<file path="src/rtl/bus_slave_if_pkg.sv">
// Shared types and constants for the bus_slave_if responder and its timer.
// The optional ACCESS watchdog is selected by the BUS_SLAVE_TIMEOUT_EN macro.
package bus_slave_if_pkg;

  localparam int WORD_DATA_W = 32;
  localparam int WORD_ADDR_W = 30;

  localparam logic READ     = 1'b1;
  localparam logic WRITE    = 1'b0;
  localparam logic ENABLE_  = 1'b0;
  localparam logic DISABLE_ = 1'b1;

  localparam int WAIT_CNT_W      = 4;
  localparam int TMO_CNT_W       = 8;
  localparam int TIMEOUT_DEFAULT = 255;

  typedef enum logic [1:0] {
    BUS_SLAVE_STATE_IDLE   = 2'd0,
    BUS_SLAVE_STATE_ACCESS = 2'd1,
    BUS_SLAVE_STATE_WAIT   = 2'd2,
    BUS_SLAVE_STATE_READY  = 2'd3
  } state_e;

endpackage

</file>
<file path="src/rtl/bus_slave_if_if.sv">
// Bus-side and device-side signal bundle of bus_slave_if.
interface bus_slave_if_if #(
  parameter int DEV_ADDR_W = 12
);

  // Handshakes: a bus access is a one-cycle s_as_ low while s_cs_ is low; the slave answers with
  // exactly one cycle of s_rdy_ low. On the device side dev_req is a level held until dev_ack is seen high.
  logic                                     s_cs_;
  logic                                     s_as_;
  logic                                     s_rw;
  logic [bus_slave_if_pkg::WORD_ADDR_W-1:0] s_addr;
  logic [bus_slave_if_pkg::WORD_DATA_W-1:0] s_wr_data;
  logic [bus_slave_if_pkg::WORD_DATA_W-1:0] s_rd_data;
  logic                                     s_rdy_;
  logic                                     s_tmo;

  logic                                     dev_req;
  logic [DEV_ADDR_W-1:0]                    dev_addr;
  logic                                     dev_rw;
  logic [bus_slave_if_pkg::WORD_DATA_W-1:0] dev_wr_data;
  logic [bus_slave_if_pkg::WORD_DATA_W-1:0] dev_rd_data;
  logic                                     dev_ack;

  modport slave (
    input  s_cs_, s_as_, s_rw, s_addr, s_wr_data, dev_rd_data, dev_ack,
    output s_rd_data, s_rdy_, s_tmo, dev_req, dev_addr, dev_rw, dev_wr_data
  );

  modport master (
    output s_cs_, s_as_, s_rw, s_addr, s_wr_data, dev_rd_data, dev_ack,
    input  s_rd_data, s_rdy_, s_tmo, dev_req, dev_addr, dev_rw, dev_wr_data
  );

endinterface

</file>
<file path="src/rtl/bus_slave_timer.sv">
// Wait-state down-counter and, when BUS_SLAVE_TIMEOUT_EN is defined, the ACCESS watchdog counter.
module bus_slave_timer
  import bus_slave_if_pkg::*;
#(
  parameter int TIMEOUT_CYCLES = TIMEOUT_DEFAULT
) (
  input  logic                  clk,
  input  logic                  reset,
  input  logic                  wait_load_i,
  input  logic [WAIT_CNT_W-1:0] wait_load_val_i,
  input  logic                  wait_en_i,
  output logic                  wait_zero_o,
  input  logic                  tmo_clr_i,
  input  logic                  tmo_en_i,
  output logic                  tmo_expired_o
);

  logic [WAIT_CNT_W-1:0] wait_cnt_q, wait_cnt_d;

  always_comb begin
    wait_cnt_d = wait_cnt_q;
    if (wait_load_i) wait_cnt_d = wait_load_val_i;
    else if (wait_en_i && wait_cnt_q != '0) wait_cnt_d = wait_cnt_q - 1'b1;
  end

  always_ff @(posedge clk or negedge reset) begin
    if (!reset) wait_cnt_q <= '0;
    else        wait_cnt_q <= wait_cnt_d;
  end

  assign wait_zero_o = (wait_cnt_q == '0);

`ifdef BUS_SLAVE_TIMEOUT_EN
  localparam logic [TMO_CNT_W-1:0] TMO_LAST = TMO_CNT_W'(TIMEOUT_CYCLES - 1);

  logic [TMO_CNT_W-1:0] tmo_cnt_q, tmo_cnt_d;

  always_comb begin
    tmo_cnt_d = tmo_cnt_q;
    if (tmo_clr_i) tmo_cnt_d = '0;
    else if (tmo_en_i) tmo_cnt_d = tmo_cnt_q + 1'b1;
  end

  always_ff @(posedge clk or negedge reset) begin
    if (!reset) tmo_cnt_q <= '0;
    else        tmo_cnt_q <= tmo_cnt_d;
  end

  // Raised during the last permitted ACCESS cycle, so an ack in that same cycle still wins.
  assign tmo_expired_o = tmo_en_i && (tmo_cnt_q == TMO_LAST);
`else
  wire unused_tmo = &{1'b0, tmo_clr_i, tmo_en_i, (TIMEOUT_CYCLES != 0)};
  assign tmo_expired_o = 1'b0;
`endif

endmodule

</file>
<file path="src/rtl/bus_slave_if.sv">
// Responder front-end for one bus slave: strobe capture, device req/ack, wait states, one-cycle ready.
// Optional ACCESS watchdog selected by BUS_SLAVE_TIMEOUT_EN.
module bus_slave_if
  import bus_slave_if_pkg::*;
#(
  parameter int DEV_ADDR_W     = 12,
  parameter int WAIT_CYCLES    = 0,
  parameter int TIMEOUT_CYCLES = TIMEOUT_DEFAULT
) (
  input  logic          clk,
  input  logic          reset,
  bus_slave_if_if.slave bus,
  output state_e        dbg_state_o
);

  localparam bit HAS_WAIT = (WAIT_CYCLES > 0);
  localparam logic [WAIT_CNT_W-1:0] WAIT_LOAD = HAS_WAIT ? WAIT_CNT_W'(WAIT_CYCLES - 1) : '0;

  state_e                  state_q, state_d;
  logic                    dev_req_q, dev_req_d;
  logic [DEV_ADDR_W-1:0]   dev_addr_q, dev_addr_d;
  logic                    dev_rw_q, dev_rw_d;
  logic [WORD_DATA_W-1:0]  dev_wr_data_q, dev_wr_data_d;
  logic [WORD_DATA_W-1:0]  rd_buf_q, rd_buf_d;
  logic                    tmo_q, tmo_d;
  logic                    wait_load, wait_en, wait_zero;
  logic                    tmo_clr, tmo_en, tmo_expired;

  bus_slave_timer #(.TIMEOUT_CYCLES(TIMEOUT_CYCLES)) u_timer (
    .clk             (clk),
    .reset           (reset),
    .wait_load_i     (wait_load),
    .wait_load_val_i (WAIT_LOAD),
    .wait_en_i       (wait_en),
    .wait_zero_o     (wait_zero),
    .tmo_clr_i       (tmo_clr),
    .tmo_en_i        (tmo_en),
    .tmo_expired_o   (tmo_expired)
  );

  always_ff @(posedge clk or negedge reset) begin
    if (!reset) begin
      state_q       <= BUS_SLAVE_STATE_IDLE;
      dev_req_q     <= 1'b0;
      dev_addr_q    <= '0;
      dev_rw_q      <= READ;
      dev_wr_data_q <= '0;
      rd_buf_q      <= '0;
      tmo_q         <= 1'b0;
    end else begin
      state_q       <= state_d;
      dev_req_q     <= dev_req_d;
      dev_addr_q    <= dev_addr_d;
      dev_rw_q      <= dev_rw_d;
      dev_wr_data_q <= dev_wr_data_d;
      rd_buf_q      <= rd_buf_d;
      tmo_q         <= tmo_d;
    end
  end

  always_comb begin
    state_d       = state_q;
    dev_req_d     = dev_req_q;
    dev_addr_d    = dev_addr_q;
    dev_rw_d      = dev_rw_q;
    dev_wr_data_d = dev_wr_data_q;
    rd_buf_d      = rd_buf_q;
    tmo_d         = tmo_q;
    wait_load     = 1'b0;
    wait_en       = 1'b0;
    tmo_clr       = 1'b0;
    tmo_en        = 1'b0;
    case (state_q)
      BUS_SLAVE_STATE_IDLE: begin
        tmo_clr = 1'b1;
        if (bus.s_cs_ == ENABLE_ && bus.s_as_ == ENABLE_) begin
          dev_req_d     = 1'b1;
          dev_addr_d    = bus.s_addr[DEV_ADDR_W-1:0];
          dev_rw_d      = bus.s_rw;
          dev_wr_data_d = bus.s_wr_data;
          state_d       = BUS_SLAVE_STATE_ACCESS;
        end
      end
      BUS_SLAVE_STATE_ACCESS: begin
        tmo_en = 1'b1;
        if (bus.dev_ack) begin
          dev_req_d = 1'b0;
          rd_buf_d  = (dev_rw_q == READ) ? bus.dev_rd_data : '0;
          if (HAS_WAIT) begin
            wait_load = 1'b1;
            state_d   = BUS_SLAVE_STATE_WAIT;
          end else begin
            state_d   = BUS_SLAVE_STATE_READY;
          end
        end else if (tmo_expired) begin
          dev_req_d = 1'b0;
          rd_buf_d  = '0;
          tmo_d     = 1'b1;
          state_d   = BUS_SLAVE_STATE_READY;
        end
      end
      BUS_SLAVE_STATE_WAIT: begin
        wait_en = 1'b1;
        if (wait_zero) state_d = BUS_SLAVE_STATE_READY;
      end
      BUS_SLAVE_STATE_READY: begin
        dev_addr_d    = '0;
        dev_rw_d      = WRITE;
        dev_wr_data_d = '0;
        tmo_d         = 1'b0;
        state_d       = BUS_SLAVE_STATE_IDLE;
      end
      default: state_d = BUS_SLAVE_STATE_IDLE;
    endcase
  end

  // rd_buf is already zero for writes and timeouts, so the read-data mux only needs the state.
  assign bus.s_rdy_      = (state_q == BUS_SLAVE_STATE_READY) ? ENABLE_ : DISABLE_;
  assign bus.s_rd_data   = (state_q == BUS_SLAVE_STATE_READY) ? rd_buf_q : '0;
  assign bus.s_tmo       = tmo_q;
  assign bus.dev_req     = dev_req_q;
  assign bus.dev_addr    = dev_addr_q;
  assign bus.dev_rw      = dev_rw_q;
  assign bus.dev_wr_data = dev_wr_data_q;
  assign dbg_state_o     = state_q;

endmodule

</file>
<file path="src/flat_wrapper.sv">
// flat-port wrapper written by rule: the top's interface ports become plain ports
module bus_slave_if_flat import bus_slave_if_pkg::*;
#(
  parameter int DEV_ADDR_W     = 12,
  parameter int WAIT_CYCLES    = 0,
  parameter int TIMEOUT_CYCLES = TIMEOUT_DEFAULT
)
  (clk, reset, dbg_state_o, bus_s_cs_, bus_s_as_, bus_s_rw, bus_s_addr, bus_s_wr_data, bus_dev_rd_data, bus_dev_ack, bus_s_rd_data, bus_s_rdy_, bus_s_tmo, bus_dev_req, bus_dev_addr, bus_dev_rw, bus_dev_wr_data);
  bus_slave_if_if #(.DEV_ADDR_W(DEV_ADDR_W)) bus_i ();
  input  logic clk;
  input  logic reset;
  output state_e dbg_state_o;
  input wire logic [$bits(bus_i.s_cs_)-1:0] bus_s_cs_;
  input wire logic [$bits(bus_i.s_as_)-1:0] bus_s_as_;
  input wire logic [$bits(bus_i.s_rw)-1:0] bus_s_rw;
  input wire logic [$bits(bus_i.s_addr)-1:0] bus_s_addr;
  input wire logic [$bits(bus_i.s_wr_data)-1:0] bus_s_wr_data;
  input wire logic [$bits(bus_i.dev_rd_data)-1:0] bus_dev_rd_data;
  input wire logic [$bits(bus_i.dev_ack)-1:0] bus_dev_ack;
  output wire logic [$bits(bus_i.s_rd_data)-1:0] bus_s_rd_data;
  output wire logic [$bits(bus_i.s_rdy_)-1:0] bus_s_rdy_;
  output wire logic [$bits(bus_i.s_tmo)-1:0] bus_s_tmo;
  output wire logic [$bits(bus_i.dev_req)-1:0] bus_dev_req;
  output wire logic [$bits(bus_i.dev_addr)-1:0] bus_dev_addr;
  output wire logic [$bits(bus_i.dev_rw)-1:0] bus_dev_rw;
  output wire logic [$bits(bus_i.dev_wr_data)-1:0] bus_dev_wr_data;
  assign bus_i.s_cs_ = bus_s_cs_;
  assign bus_i.s_as_ = bus_s_as_;
  assign bus_i.s_rw = bus_s_rw;
  assign bus_i.s_addr = bus_s_addr;
  assign bus_i.s_wr_data = bus_s_wr_data;
  assign bus_i.dev_rd_data = bus_dev_rd_data;
  assign bus_i.dev_ack = bus_dev_ack;
  assign bus_s_rd_data = bus_i.s_rd_data;
  assign bus_s_rdy_ = bus_i.s_rdy_;
  assign bus_s_tmo = bus_i.s_tmo;
  assign bus_dev_req = bus_i.dev_req;
  assign bus_dev_addr = bus_i.dev_addr;
  assign bus_dev_rw = bus_i.dev_rw;
  assign bus_dev_wr_data = bus_i.dev_wr_data;
  bus_slave_if #(.DEV_ADDR_W(DEV_ADDR_W), .WAIT_CYCLES(WAIT_CYCLES), .TIMEOUT_CYCLES(TIMEOUT_CYCLES)) u_core (.clk(clk), .reset(reset), .bus(bus_i), .dbg_state_o(dbg_state_o));
endmodule
</file>
<file path="config.mk">
export PLATFORM = sky130hd
export DESIGN_NAME = bus_slave_if_flat
export DESIGN_NICKNAME = d
export VERILOG_FILES = /design/src/rtl/bus_slave_if_pkg.sv /design/src/rtl/bus_slave_if_if.sv /design/src/rtl/bus_slave_timer.sv /design/src/rtl/bus_slave_if.sv /design/src/flat_wrapper.sv
export SDC_FILE = /design/constraint.sdc
export NUM_CORES = 1
export LEC_CHECK = 0
export CAP_MARGIN = 20
export CORE_MARGIN = 8
export CORE_UTILIZATION = 33
export DETAILED_ROUTE_END_ITERATION = 6
export PLACE_DENSITY_LB_ADDON = 0.2
export SYNTH_ARGS = -nofsm -noshare
export SYNTH_HDL_FRONTEND = slang
export SYNTH_SLANG_ARGS = --single-unit
</file>
<file path="constraint.sdc">
create_clock -name clk -period 1.9 [get_ports clk]
set_clock_uncertainty 0.15 [all_clocks]
set_input_delay 0.38 -clock clk [delete_from_list [all_inputs] [get_ports clk]]
set_output_delay 0.38 -clock clk [all_outputs]
set_load 0.02 [all_outputs]
</file>
; Word level (Yosys, flattened, before mapping)
; Cells that the tools add are included.
[op_classes]
mux = 17
reduce_logical = 11
addsub = 1
eq_ne = 6
bitwise_logic = 2
[op_table]
columns = cell, count
row1 = 32-bit two-way mux, 3
row2 = 32-bit case mux with 2 select lines, 1
row3 = 12-bit case mux with 2 select lines, 1
row4 = 12-bit two-way mux, 1
row5 = 2-bit case mux with 4 select lines, 1
row6 = 2-bit two-way mux, 3
row7 = 3-bit AND reduction, 2
row8 = 1-bit two-way mux, 5
row9 = 2-bit equality test (second input constant), 2
row10 = 4-bit zero test, 1
row11 = 2-bit inequality test (second input constant), 2
row12 = 1-bit case mux with 2 select lines, 2
row13 = 2-bit AND reduction, 2
row14 = 2-bit nonzero test, 2
row15 = 4-bit nonzero test, 1
row16 = 4-bit by 1-bit subtractor with 4-bit output (second input constant), 1
row17 = 2-bit by 1-bit equality test with 1-bit output (second input constant), 1
row18 = 1-bit logical AND, 2
row19 = 2-bit zero test, 1
row20 = 2-bit by 1-bit inequality test with 1-bit output (second input constant), 1
row21 = 1-bit inverter, 2
[word_totals]
reg_bits = 84
out_inout_bits = 82
inputBits = 100
word_cells = 44

; Longest topological paths before layout
[depth]
ltp_word = 4
depth_mapped = 7
ltp_nobuf = 5

; Hierarchy
; From an unflattened synthesis, not the netlist that was laid out.
[unflattened]
cells_unflattened = 270
area_unflattened_um2 = 3644.7
[by_module_without_submodules]
columns = module, cells_per_inst, seq_area_each_um2, instances, area_each_um2
row1 = bus_slave_if, 241, 2028.2, 1, 3380.7
row2 = bus_slave_timer, 29, 100.1, 1, 264.0

; Worst setup path before layout
; Ideal clock, no wire load.
[synth_timing]
kind = reg2reg
startpoint = register u_core.state_q[0], in the netlist u_core.dbg_state_o[0]
endpoint = register u_core.dev_addr_q[0], in the netlist u_core.bus.dev_addr[0]
setup_slack_ps = -160
t_arrival_ps = 1785
path_buffers = 2
required_time_ps = 1625
synth_period_minus_slack_ps = 2060
stages_incl_launch_ff = 7
path_cell_list = dfrtp_1 ha_1 inv_1 mux2_2 buf_2 buf_6 mux2_2
[synth_via]
elab_chain_len = 3
elab_cells_between_ends = 6
cone_classes = eq/ne (2) / mux (1) / reduce/logical (3)
[synth_rtl]
columns = element, line_no
row1 = "start, declared", bus_slave_if.sv:19  ; state_e state_q, state_d;
row2 = "start signal, assigned", bus_slave_if.sv:51  ; state_q <= state_d;
row3 = 2-bit equality test or 2-bit zero test (tied branches), bus_slave_if.sv:73  ; case (state_q)
row4 = 2-bit nonzero test (no line) or 2-bit by 1-bit inequality test with 1-bit output (tied branches), -
row5 = 2-bit AND reduction (no line), -
row6 = "end signal, assigned", bus_slave_if.sv:53  ; dev_addr_q <= dev_addr_d;
row7 = "end, declared", bus_slave_if.sv:21  ; logic [DEV_ADDR_W-1:0] dev_addr_q, dev_addr_d;
; Several ways; a longest one is shown, not always the timed one.
; A chain may end at the register's enable or synchronous reset.

; Worst setup path after layout
[layout_timing]
startpoint = register u_core.state_q[0], in the netlist u_core.dbg_state_o[0]
endpoint = register u_core.dev_addr_q[6], in the netlist u_core.bus.dev_addr[6]
; The elaborated chain is that of the path after synthesis.

==> impl_metrics.env <==
export IMPL_status="finished with violations"
export IMPL_violations="negative setup slack"
export IMPL_synth_cell_types=24
export IMPL_portBuffers=162
export IMPL_setup_worst_path_start="u_core.dbg_state_o[0]"
export IMPL_yosysSeqAreaShare=0.5442
export IMPL_cp_required_ps=1970
export IMPL_overflow=0
export IMPL_yosysMostFrequentCell="dfrtp_1"
export IMPL_dr_pass1_iters=4
export IMPL_min_from="u_core.rd_buf_q[5]"
export IMPL_timing_hold_ws_ps=333.6
export IMPL_rsz0062_at_grt="true"
export IMPL_finalHoldViolCount=0
export IMPL_yosys_top_cells_count="dfrtp_1 (83), nand2_1 (68), mux2_2 (46), nor2b_1 (45), o21ai_0 (35)"
export IMPL_ir_drop_v=0.0007961
export IMPL_clock_path_buffers=2
export IMPL_critPathMaxFanout=6
export IMPL_wl_per_cell_microns=17.00
export IMPL_synth_area_sq_um=3865
export IMPL_cts_root_buf="clkbuf_16"
export IMPL_grt_pass1_wl_mm=18.37
export IMPL_syn_area_per_cell_sq_um=10.74
export IMPL_max_freq_mhz=498.0
export IMPL_grt_max_degree=85
export IMPL_synth_area_top_cells="dfrtp_1 (54%), mux2_2 (13%), nor2b_1 (7.3%), nand2_1 (6.6%), and2_1 (5.2%)"
export IMPL_clk_pin_slew_worst_paths_ps=60
export IMPL_drc_errors=0
export IMPL_yosys_warnings=0
export IMPL_powerDensity_nw_per_um2=1673
export IMPL_globalRouteMet2Util=0.2185
export IMPL_grt_use_met1=0.1801
export IMPL_cts_num_sinks=84
export IMPL_antenna_left=0
export IMPL_cts_tree="yes"
export IMPL_power_uw=10770
export IMPL_p_leak_uw=0.002941
export IMPL_die_h_microns=124.2
export IMPL_drtIter0Drc=137
export IMPL_top_usage_layer="met2"
export IMPL_syn_nets=466
export IMPL_synth_seq_cells=84
export IMPL_antenna_cells=0
export IMPL_grt_use_met3=0.07660
export IMPL_grt_pass1_vias=3344
export IMPL_drive_above_1_share=0.3156
export IMPL_h_tree_depth=3
export IMPL_pin_count=182
export IMPL_gp_congestion=0.7171
export IMPL_die_x_microns=124.2
export IMPL_antenna_found_initial=0
export IMPL_end_kind="flop"
export IMPL_yosysTopAreaCellShare=0.5374
export IMPL_die_area_sq_um=15430
export IMPL_grt_use_total=0.1457
export IMPL_startpoint_type="flop"
export IMPL_crit_type="reg -> reg"
export IMPL_yosys_area_top_type="dfrtp_1"
export IMPL_rr_startpoint="u_core.dbg_state_o[0]"
export IMPL_fin_ws_ps=-108.2
export IMPL_min_path_type="reg -> reg"
export IMPL_areaGrowthSynthToFinish_pct=66.59
export IMPL_finalNetCount=646
export IMPL_vias=3174
export IMPL_fin_crit_sh=1.057
export IMPL_async_flop_share=1.000
export IMPL_period_needed_ps=2008
export IMPL_start_util=0.3385
export IMPL_synth_main_ff_cell="dfrtp_1"
export IMPL_worstPathArrival_ps=2080
export IMPL_core_area_sq_um=11420
export IMPL_fin_setup_tns_ps=-4041
export IMPL_synth_edf_count=0
export IMPL_num_rows=39
export IMPL_wirelength_mm=11.69
export IMPL_viasPerCell=4.613
export IMPL_finalSetupViolCount=73
export IMPL_hpwlAfterDp_mm=7.640
export IMPL_numCtsBuffers=9
export IMPL_cap_violations=0
export IMPL_synthCells=360
export IMPL_clkLatencyLatePin_ps=340
export IMPL_drv_slew=0
## final timing paths
kind	to	slack, ps	cells after the start
worst max-delay path	u_core.bus.dev_addr[6]	-110	7
worst min-delay path	u_core.rd_buf_q[5]	330	2
worst max register to register	u_core.bus.dev_addr[6]	-110	7
worst min register to register	u_core.rd_buf_q[5]	330	2
max in group asynchronous	u_core.dbg_state_o[1]	720	3
min in group asynchronous	u_core.rd_buf_q[19]	460	3
## routing by layer
layer	wire (microns)	part of all wire
met5	0	0
met4	97	0.0083
met3	1005	0.086
met2	5440	0.47
met1	5150	0.44
## critical path: stages (launching register included)
cell and delay (ps):
dfrtp_2 390, ha_4 250, buf_12 150, inv_4 30, mux2_4 370, buf_12 160, buf_16 130, mux2_2 260
## final cells by class
class | count | area, sq um
repair buffers | 194 | 2106
inverters | 6 | 30.03
fillers | 1017 | 4980
multi-input cells | 245 | 1739
flip-flops and latches | 84 | 2106
well taps | 143 | 178.9
clock inverters | 6 | 40.04
clock buffers | 10 | 239.0
## state kept, by name, indices dropped and copies added, names as in the netlist
name                       flops
u_core.bus.dev_addr           12
u_core.bus.dev_req             1
u_core.bus.dev_rw              1
u_core.bus.dev_wr_data        32
u_core.dbg_state_o             2
u_core.rd_buf_q               32
u_core.u_timer.wait_cnt_q      4
## metrics by stage
step,area (sq um),cells,setup WS [ps],utilization
after global placement,5732,659,-231.9,0.5020
final,6439,688,-108.2,0.5639
after CTS,6038,682,-109.3,0.5288
after detailed placement,5732,659,-248.5,0.5020
after floorplan,3874,360,-76.68,-
after global routing,6439,688,-174.7,0.5639
## cell families (layout without fill, tap and decap cells)
kind of cell / count (synthesis) / in the layout / share of synthesized area
XOR/XNOR: 2 / 2 / 0.004533
buffers and inverters: 31 / 216 / 0.03917
AO/OA/AOI/OAI: 37 / 37 / 0.05018
flip-flops: 84 / 84 / 0.5442
other: 1 / 1 / 0.0009703
adder cells (fa/ha/maj): 6 / 6 / 0.01942
multiplexers: 49 / 49 / 0.1421
AND/OR/NAND/NOR: 150 / 150 / 0.1994
## cells in the final DEF (no fill, tap or decap), types with 2 or more instances in the layout
| cell | netlist | routed |
|---|---|---|
| clkdlybuf4s50_1 | 0 | 120 |
| dfrtp_1 | 83 | 81 |
| nand2_1 | 68 | 68 |
| nor2b_1 | 45 | 45 |
| mux2_2 | 46 | 43 |
| o21ai_0 | 35 | 35 |
| buf_6 | 4 | 35 |
| and2_4 | 0 | 32 |
| buf_4 | 1 | 17 |
| clkbuf_16 | 0 | 13 |
| dlymetal6s2s_1 | 0 | 5 |
| buf_12 | 0 | 5 |
| inv_4 | 0 | 3 |
| mux2_4 | 0 | 3 |
| ha_4 | 0 | 3 |
| ha_1 | 6 | 3 |
| clkinv_2 | 0 | 3 |
| buf_16 | 0 | 3 |
| inv_2 | 0 | 2 |
| mux2i_1 | 2 | 2 |
| xnor2_1 | 2 | 2 |
| clkinv_4 | 0 | 2 |
| dlygate4sd2_1 | 0 | 2 |
| dfrtp_2 | 0 | 2 |
## timing repair
| action | in CTS | in global routing |
|---|---|---|
| hold buffers | 1 | 0 |
| setup buffers | 3 | 2 |
| cloned | 3 | 5 |
| gates resized for setup | 156 | 104 |
| endpoints found under the setup margin | 83 | 83 |
| pin swaps | 2 | 1 |
| hold endpoints to repair | 83 | 0 |
## report_power, final
| group | internal [uW] | switching [uW] |
|---|---|---|
| registers | 2610 | 414 |
| logic | 3250 | 2850 |
| clock network | 919 | 727 |
| total | 6780 | 3990 |
Note: power is estimated with default switching activity, not from simulation.
